===== src/rtl/obstacle_field_if.sv =====
// Game-FSM / draw-stage bundle for the obstacle field controller.
// The master drives start and player position; the slave (controller) returns obstacle state.
interface obstacle_field_if #(
  parameter int N_OBST = 2
);
  logic                  start;
  logic [11:0]           player_ypos;
  logic [12*N_OBST-1:0]  obst_xpos;
  logic [12*N_OBST-1:0]  obst_gap_y;
  logic [N_OBST-1:0]     obst_active;
  logic                  endgame;
  logic [15:0]           score;

  modport master (
    output start, player_ypos,
    input  obst_xpos, obst_gap_y, obst_active, endgame, score
  );

  modport slave (
    input  start, player_ypos,
    output obst_xpos, obst_gap_y, obst_active, endgame, score
  );
endinterface


===== src/rtl/obstacle_field_ctl.sv =====
// Multi-slot obstacle controller: spawns, scrolls and retires obstacles, flags player collisions.
// Every output is registered; a collision shows on endgame one cycle after it is seen.
module obstacle_field_ctl #(
  parameter int N_OBST      = 2,
  parameter int STEP_CYCLES = 4_000_000,
  parameter int SPAWN_TICKS = 250,
  parameter int X_START     = 750,
  parameter int OBST_W      = 40,
  parameter int GAP_H       = 190,
  parameter int GAP_BASE    = 100,
  parameter int REC_W       = 64,
  parameter int REC_H       = 64
) (
  input  logic            clk,
  input  logic            rst,
  obstacle_field_if.slave bus
);
  localparam int TW = (STEP_CYCLES > 1) ? $clog2(STEP_CYCLES) : 1;
  localparam int SW = (SPAWN_TICKS > 1) ? $clog2(SPAWN_TICKS) : 1;
  localparam int IW = (N_OBST > 1) ? $clog2(N_OBST) : 1;

  if (N_OBST < 1 || OBST_W < 1 || X_START + OBST_W > 4095 || GAP_BASE + 255 > 4095) begin : g_bad_params
    $error("obstacle_field_ctl: slot count, obstacle extent or gap range does not fit 12-bit coordinates");
  end

  typedef enum logic [1:0] {
    S_IDLE = 2'd0,
    S_RUN  = 2'd1,
    S_END  = 2'd2
  } state_t;

  state_t            state;
  logic [TW-1:0]     tick_cnt;
  logic [SW-1:0]     spawn_cnt;
  logic [7:0]        lfsr;
  logic [11:0]       xpos  [N_OBST];
  logic [11:0]       gap_y [N_OBST];
  logic [N_OBST-1:0] active;
  logic              endgame_q;
  logic [15:0]       score_q;

  logic              tick;
  logic              hit;
  logic [N_OBST-1:0] hit_vec;
  logic              spawn_ok;
  logic [IW-1:0]     spawn_idx;
  logic [15:0]       score_nxt;
  logic              lfsr_fb;
  logic [12:0]       ply_top;
  logic [12:0]       ply_bot;

  assign tick    = (state == S_RUN) && (tick_cnt == TW'(STEP_CYCLES - 1));
  assign lfsr_fb = lfsr[7] ^ lfsr[5] ^ lfsr[4] ^ lfsr[3];
  assign ply_top = {1'b0, bus.player_ypos};
  assign ply_bot = {1'b0, bus.player_ypos} + 13'(REC_H);

  // 13-bit compares so neither the player bottom nor the gap bottom can wrap.
  always_comb begin
    hit_vec = '0;
    for (int i = 0; i < N_OBST; i++) begin
      hit_vec[i] = active[i]
                && ({1'b0, xpos[i]} <= 13'(REC_W))
                && ((ply_top < {1'b0, gap_y[i]})
                 || (ply_bot > ({1'b0, gap_y[i]} + 13'(GAP_H))));
    end
    hit = (state == S_RUN) && (|hit_vec);
  end

  // Free-slot search uses the pre-tick mask, so a slot retired this tick stays unavailable.
  always_comb begin
    spawn_ok  = 1'b0;
    spawn_idx = '0;
    for (int i = N_OBST - 1; i >= 0; i--) begin
      if (!active[i]) begin
        spawn_ok  = 1'b1;
        spawn_idx = IW'(i);
      end
    end
  end

  always_comb begin
    score_nxt = score_q;
    for (int i = 0; i < N_OBST; i++) begin
      if (active[i] && (xpos[i] == 12'd0) && (score_nxt != 16'hFFFF)) begin
        score_nxt = score_nxt + 16'd1;
      end
    end
  end

  always_ff @(posedge clk) begin
    if (rst) begin
      state     <= S_IDLE;
      tick_cnt  <= '0;
      spawn_cnt <= '0;
      lfsr      <= 8'hA5;
      active    <= '0;
      endgame_q <= 1'b0;
      score_q   <= '0;
      for (int i = 0; i < N_OBST; i++) begin
        xpos[i]  <= '0;
        gap_y[i] <= '0;
      end
    end else begin
      lfsr <= {lfsr[6:0], lfsr_fb};
      case (state)
        S_IDLE: begin
          endgame_q <= 1'b0;
          if (bus.start) begin
            state     <= S_RUN;
            score_q   <= '0;
            tick_cnt  <= '0;
            spawn_cnt <= '0;
          end
        end
        S_RUN: begin
          if (hit) begin
            // The whole field freezes; this cycle's move/retire/spawn is dropped.
            state     <= S_END;
            endgame_q <= 1'b1;
          end else begin
            tick_cnt <= tick ? '0 : tick_cnt + 1'b1;
            if (tick) begin
              for (int i = 0; i < N_OBST; i++) begin
                if (active[i]) begin
                  if (xpos[i] == 12'd0) begin
                    active[i] <= 1'b0;
                  end else begin
                    xpos[i] <= xpos[i] - 12'd1;
                  end
                end
              end
              score_q <= score_nxt;
              if (spawn_cnt == '0) begin
                if (spawn_ok) begin
                  active[spawn_idx] <= 1'b1;
                  xpos[spawn_idx]   <= 12'(X_START);
                  gap_y[spawn_idx]  <= 12'(GAP_BASE) + {4'b0, lfsr};
                  spawn_cnt         <= SW'(SPAWN_TICKS - 1);
                end
              end else begin
                spawn_cnt <= spawn_cnt - 1'b1;
              end
            end
          end
        end
        S_END: begin
          endgame_q <= 1'b1;
        end
        default: begin
          state     <= S_IDLE;
          endgame_q <= 1'b0;
        end
      endcase
    end
  end

  for (genvar g = 0; g < N_OBST; g++) begin : g_pack
    assign bus.obst_xpos[12*g +: 12]  = xpos[g];
    assign bus.obst_gap_y[12*g +: 12] = gap_y[g];
  end

  assign bus.obst_active = active;
  assign bus.endgame     = endgame_q;
  assign bus.score       = score_q;
endmodule

===== src/flat_wrapper.sv =====
// flat-port wrapper written by rule: the top's interface ports become plain ports
module obstacle_field_ctl_flat 
#(
  parameter int N_OBST      = 2,
  parameter int STEP_CYCLES = 4_000_000,
  parameter int SPAWN_TICKS = 250,
  parameter int X_START     = 750,
  parameter int OBST_W      = 40,
  parameter int GAP_H       = 190,
  parameter int GAP_BASE    = 100,
  parameter int REC_W       = 64,
  parameter int REC_H       = 64
)
  (clk, rst, bus_start, bus_player_ypos, bus_obst_xpos, bus_obst_gap_y, bus_obst_active, bus_endgame, bus_score);
  obstacle_field_if #(.N_OBST(N_OBST)) bus_i ();
  input  logic clk;
  input  logic rst;
  input wire logic [$bits(bus_i.start)-1:0] bus_start;
  input wire logic [$bits(bus_i.player_ypos)-1:0] bus_player_ypos;
  output wire logic [$bits(bus_i.obst_xpos)-1:0] bus_obst_xpos;
  output wire logic [$bits(bus_i.obst_gap_y)-1:0] bus_obst_gap_y;
  output wire logic [$bits(bus_i.obst_active)-1:0] bus_obst_active;
  output wire logic [$bits(bus_i.endgame)-1:0] bus_endgame;
  output wire logic [$bits(bus_i.score)-1:0] bus_score;
  assign bus_i.start = bus_start;
  assign bus_i.player_ypos = bus_player_ypos;
  assign bus_obst_xpos = bus_i.obst_xpos;
  assign bus_obst_gap_y = bus_i.obst_gap_y;
  assign bus_obst_active = bus_i.obst_active;
  assign bus_endgame = bus_i.endgame;
  assign bus_score = bus_i.score;
  obstacle_field_ctl #(.N_OBST(N_OBST), .STEP_CYCLES(STEP_CYCLES), .SPAWN_TICKS(SPAWN_TICKS), .X_START(X_START), .OBST_W(OBST_W), .GAP_H(GAP_H), .GAP_BASE(GAP_BASE), .REC_W(REC_W), .REC_H(REC_H)) u_core (.clk(clk), .rst(rst), .bus(bus_i));
endmodule

===== config.mk =====
export PLATFORM = sky130hd
export DESIGN_NAME = obstacle_field_ctl_flat
export DESIGN_NICKNAME = d
export VERILOG_FILES = /design/src/rtl/obstacle_field_if.sv /design/src/rtl/obstacle_field_ctl.sv /design/src/flat_wrapper.sv
export SDC_FILE = /design/constraint.sdc
export NUM_CORES = 1
export LEC_CHECK = 0
export CORE_MARGIN = 2
export CORE_UTILIZATION = 50
export DETAILED_ROUTE_END_ITERATION = 6
export PLACE_DENSITY = 0.77
export SYNTH_ARGS = -nofsm -noshare
export SYNTH_HDL_FRONTEND = slang
export SYNTH_SLANG_ARGS = --single-unit

===== constraint.sdc =====
create_clock -name clk -period 5.4 [get_ports clk]
set_input_delay 1.08 -clock clk [delete_from_list [all_inputs] [get_ports clk]]
set_output_delay 1.08 -clock clk [all_outputs]
set_load 0.02 [all_outputs]

==> results.md, run 1 <==
- Die Wd: 121 µm
- Clock latency on the worst-skew pair: 0.34 ns
- Main combinational cell family by area after synthesis: simple AND/OR/NAND/NOR gates
- Initial core utilization: 0.514
- Vias per cell: 5.70
- Final period util: 0.861
- Worst setup SP type: primary input
- Commonest non-fill, non-tap cell in the layout: dfxtp_1
- Worst vdd ir: around 0.18 mV
- Final Core Density: 0.606
- Num CTS Buffers: 9
- Routed WL: between 15000 and 20000 µm
- Clock buffer depth: 2
- Antenna cells: 0
- #FFs+latches synth: ~100
- Final hold violations: 0
- Total power: 1.71 mW
- Layout cells sized above 1: 0.0686
- Crit path max-delay cell type: a31oi_1
- Post-synthesis sequential area ratio: 0.324
- Hold Buf Count CTS: 0
- Post-Synth Simple-Gate Area: 0.291
- DRC violations left: 0
- Tot GR Track Use: 0.217
- Slew HR: 0.304
- Ys flop type: dfxtp_1
- Compound-gate portion of the synthesized area: 0.151
- I/O pin count: 82
- Final Cell Area: roughly 8000 µm²
- YS warnings: 0
- Post-synth EDFFs: 18
- FF+latch area: 2200 µm²
- Xor/xnor cell area share of the yosys netlist: 0.0901
- Syn avg cell area: around 8.3 µm²
- Post-CTS resize count: 0
- Vias in the first global route: between 5000 and 6000
- First-pass GRT wire length: between 20000 and 30000 µm
- Number of max-cap violations: 0
- Pins Over Slew Limit: 0
- Dpl cell area: just under 8000 µm²
- Area leader, netlist: dfxtp_1
- Hold WC Path Type: reg -> reg
- Clk sinks: between 100 and 150
- Worst Clk Skew: a little over 0.006 ns
- Die Area: roughly 15000 µm²
- Worst hold margin: ~0.48 ns
- Synth-to-layout area growth: 18.0%
- Crit-path max FO: 14
- Mux cell area share after synthesis: 0.00754
- Synth top area cells: dfxtp_1 (24%), ha_1 (9.0%), edfxtp_1 (7.9%)
- Synth async-reset ratio: 0
- Leakage: approximately 3 nW
- TritonCTS clock tree: yes
- Filler cells: approximately 1200
- RSZ-0062 raised after global routing: no
- Top cell by count, worst path: ha_1
- Core area: about 13000 µm²
- Outcome: completed
- Worst Tran Pin Value: roughly 1.0 ns
- Netlist cell types: 80
- Worst-path clk slew: around 0.070 ns
- Setup violators final: 0
- Post-CTS Setup Bufs: 0
- Fin nets: roughly 950
- Via count: roughly 6100
- Worst EP arrival: 4.88 ns
- H-tree Lvls: 3
- Initial antenna violation count: 0
- Top cell type's share of synthesized area: 0.244
- HPWL after DPL: about 12000 µm
- Grt total ovfl: 0
- Max frequency: between 200 and 250 MHz
- Adder-cell area share of the yosys netlist: 0.0901
- CP Class: in -> reg
- WP data required: roughly 5.6 ns
- Row cnt: 42
- Setup TNS: 0 ns
- Wirelength per Cell: 14.9 µm
- Pin count of the biggest net entering global routing: 48
- Most frequent cells in the layout: dfxtp_1 (83), nor2_1 (81), clkdlybuf4s50_1 (75)
- Power Dens Cells: 214 nW/µm²
- Syn Inst Count: just over 800
- First drt pass iteration count: 5
- Die Span Y: roughly 120 µm
- Period minus WS final: about 4.7 ns
- Iteration-0 DRC Markers: roughly 440
- Post-Syn Area: 6800 µm²
- RePlAce Congestion: 0.902
- Clock root cell: clkbuf_16
- Final ANT Viol Nets: 0
- Crit path cell chain: clkdlybuf4s50_1, ha_1, xor2_1, ha_1, nand2_1, or2_2, o21ai_0, o31ai_1, a31oi_1, nor2_1, nand3_1, nor3_1, a211o_1
- CP Capture Type: flop
- Port bufs: 75
- Max incr delay on CP: between 0.7 and 0.8 ns
- Area occupied by multi-input gates: 4310 µm²
[cell families after synthesis]
logic type | count (synthesis)
xor+xnor | 70
simple gates | 366
buf+inv | 74
mux | 5
other cells | 1
fa+ha+maj | 49
flops | 101
compound gates | 150
[state kept, by name (all words and copies together) (netlist names), 2 cells and up]
signal / cells
u_core.spawn_cnt: 8
u_core.tick_cnt: 22
u_core.xpos: 24
u_core.gap_y: 18
u_core.state: 2
u_core.lfsr: 8
u_core.bus.obst_active: 2
u_core.bus.score: 16
[Yosys cell counts, drive strengths merged, types with 5 or more instances]
library cell,instances
dfxtp,83
o21ai,36
a21o,5
inv,39
nand4,19
nand3b,9
o31ai,6
a31oi,16
or4,5
and4,5
edfxtp,18
nor3,34
nor2b,12
or3,8
nand3,41
nor3b,8
and3,18
a21oi,32
nand2,71
ha,49
nand2b,10
xor2,42
xnor2,28
o21bai,6
nor2,81
nor4,12
clkbuf,20
buf,15
or2,12
and2,12
[routing by layer]
metal | part of all wire | track usage | vias up
li1 | - | - | 3066
met2 | 0.45 | 0.350 | 166
met3 | 0.055 | 0.0330 | 15
met5 | 0 | 0 | -
met4 | 0.0099 | 0.0436 | 0
met1 | 0.48 | 0.310 | 2825
[path summary, 6_finish.rpt]
| kind | startpoint | end | slack, ns | depth (start not counted) |
|---|---|---|---|---|
| setup / recovery | bus_player_ypos[6] | u_core.bus.score[15] | 0.75 | 13 |
| hold / removal | u_core.lfsr[1] | u_core.lfsr[2] | 0.48 | 1 |
| setup reg to reg | u_core.gap_y[0][3] | u_core.bus.score[15] | 1.12 | 13 |
| hold reg to reg | u_core.lfsr[1] | u_core.lfsr[2] | 0.48 | 1 |
[final cells by class]
cell class              count  area share
well taps                 176      0.0274
repair buffers             87       0.105
clock inverters             5     0.00748
inverters                  39      0.0182
multi-input cells         646       0.537
clock buffers              11      0.0302
flip-flops and latches    101       0.274
[through the flow]
step	worst slack (ns)	instances
2_1_floorplan	1.25	821
3_3_place_gp	0.542	1049
3_5_place_dp	0.431	1049
4_1_cts	0.791	1065
5_1_grt	0.516	1065
6_report	0.749	1065
[where the power goes]
group / internal [mW] / leakage (nW) / switching [mW]
logic: 0.107 / 2.09 / 0.159
registers: 0.786 / 0.842 / 0.0210
clock network: 0.373 / 0.146 / 0.269
total: 1.27 / 3.07 / 0.449
[critical path, delay by kind of cell]
family	cells	cell delay, ns
AOI/OAI and AO/OA	4	1.33
and+or+nand+nor	5	1.16
adders and majority gates	2	0.60
buffers and inverters	1	0.53
xor gates and xnor gates	1	0.17
Note: power is estimated with default switching activity, not from simulation.
==> run 2, diff against run 1 <==
--- a/config.mk
+++ b/config.mk
@@ -5,6 +5,7 @@
 export SDC_FILE = /design/constraint.sdc
 export NUM_CORES = 1
 export LEC_CHECK = 0
+export ABC_CLOCK_PERIOD_IN_PS = 5400
 export CORE_MARGIN = 2
 export CORE_UTILIZATION = 50
 export DETAILED_ROUTE_END_ITERATION = 6
==> results of run 2 <==
No change in the layout: final DEF, timing and power equal those of run 1.
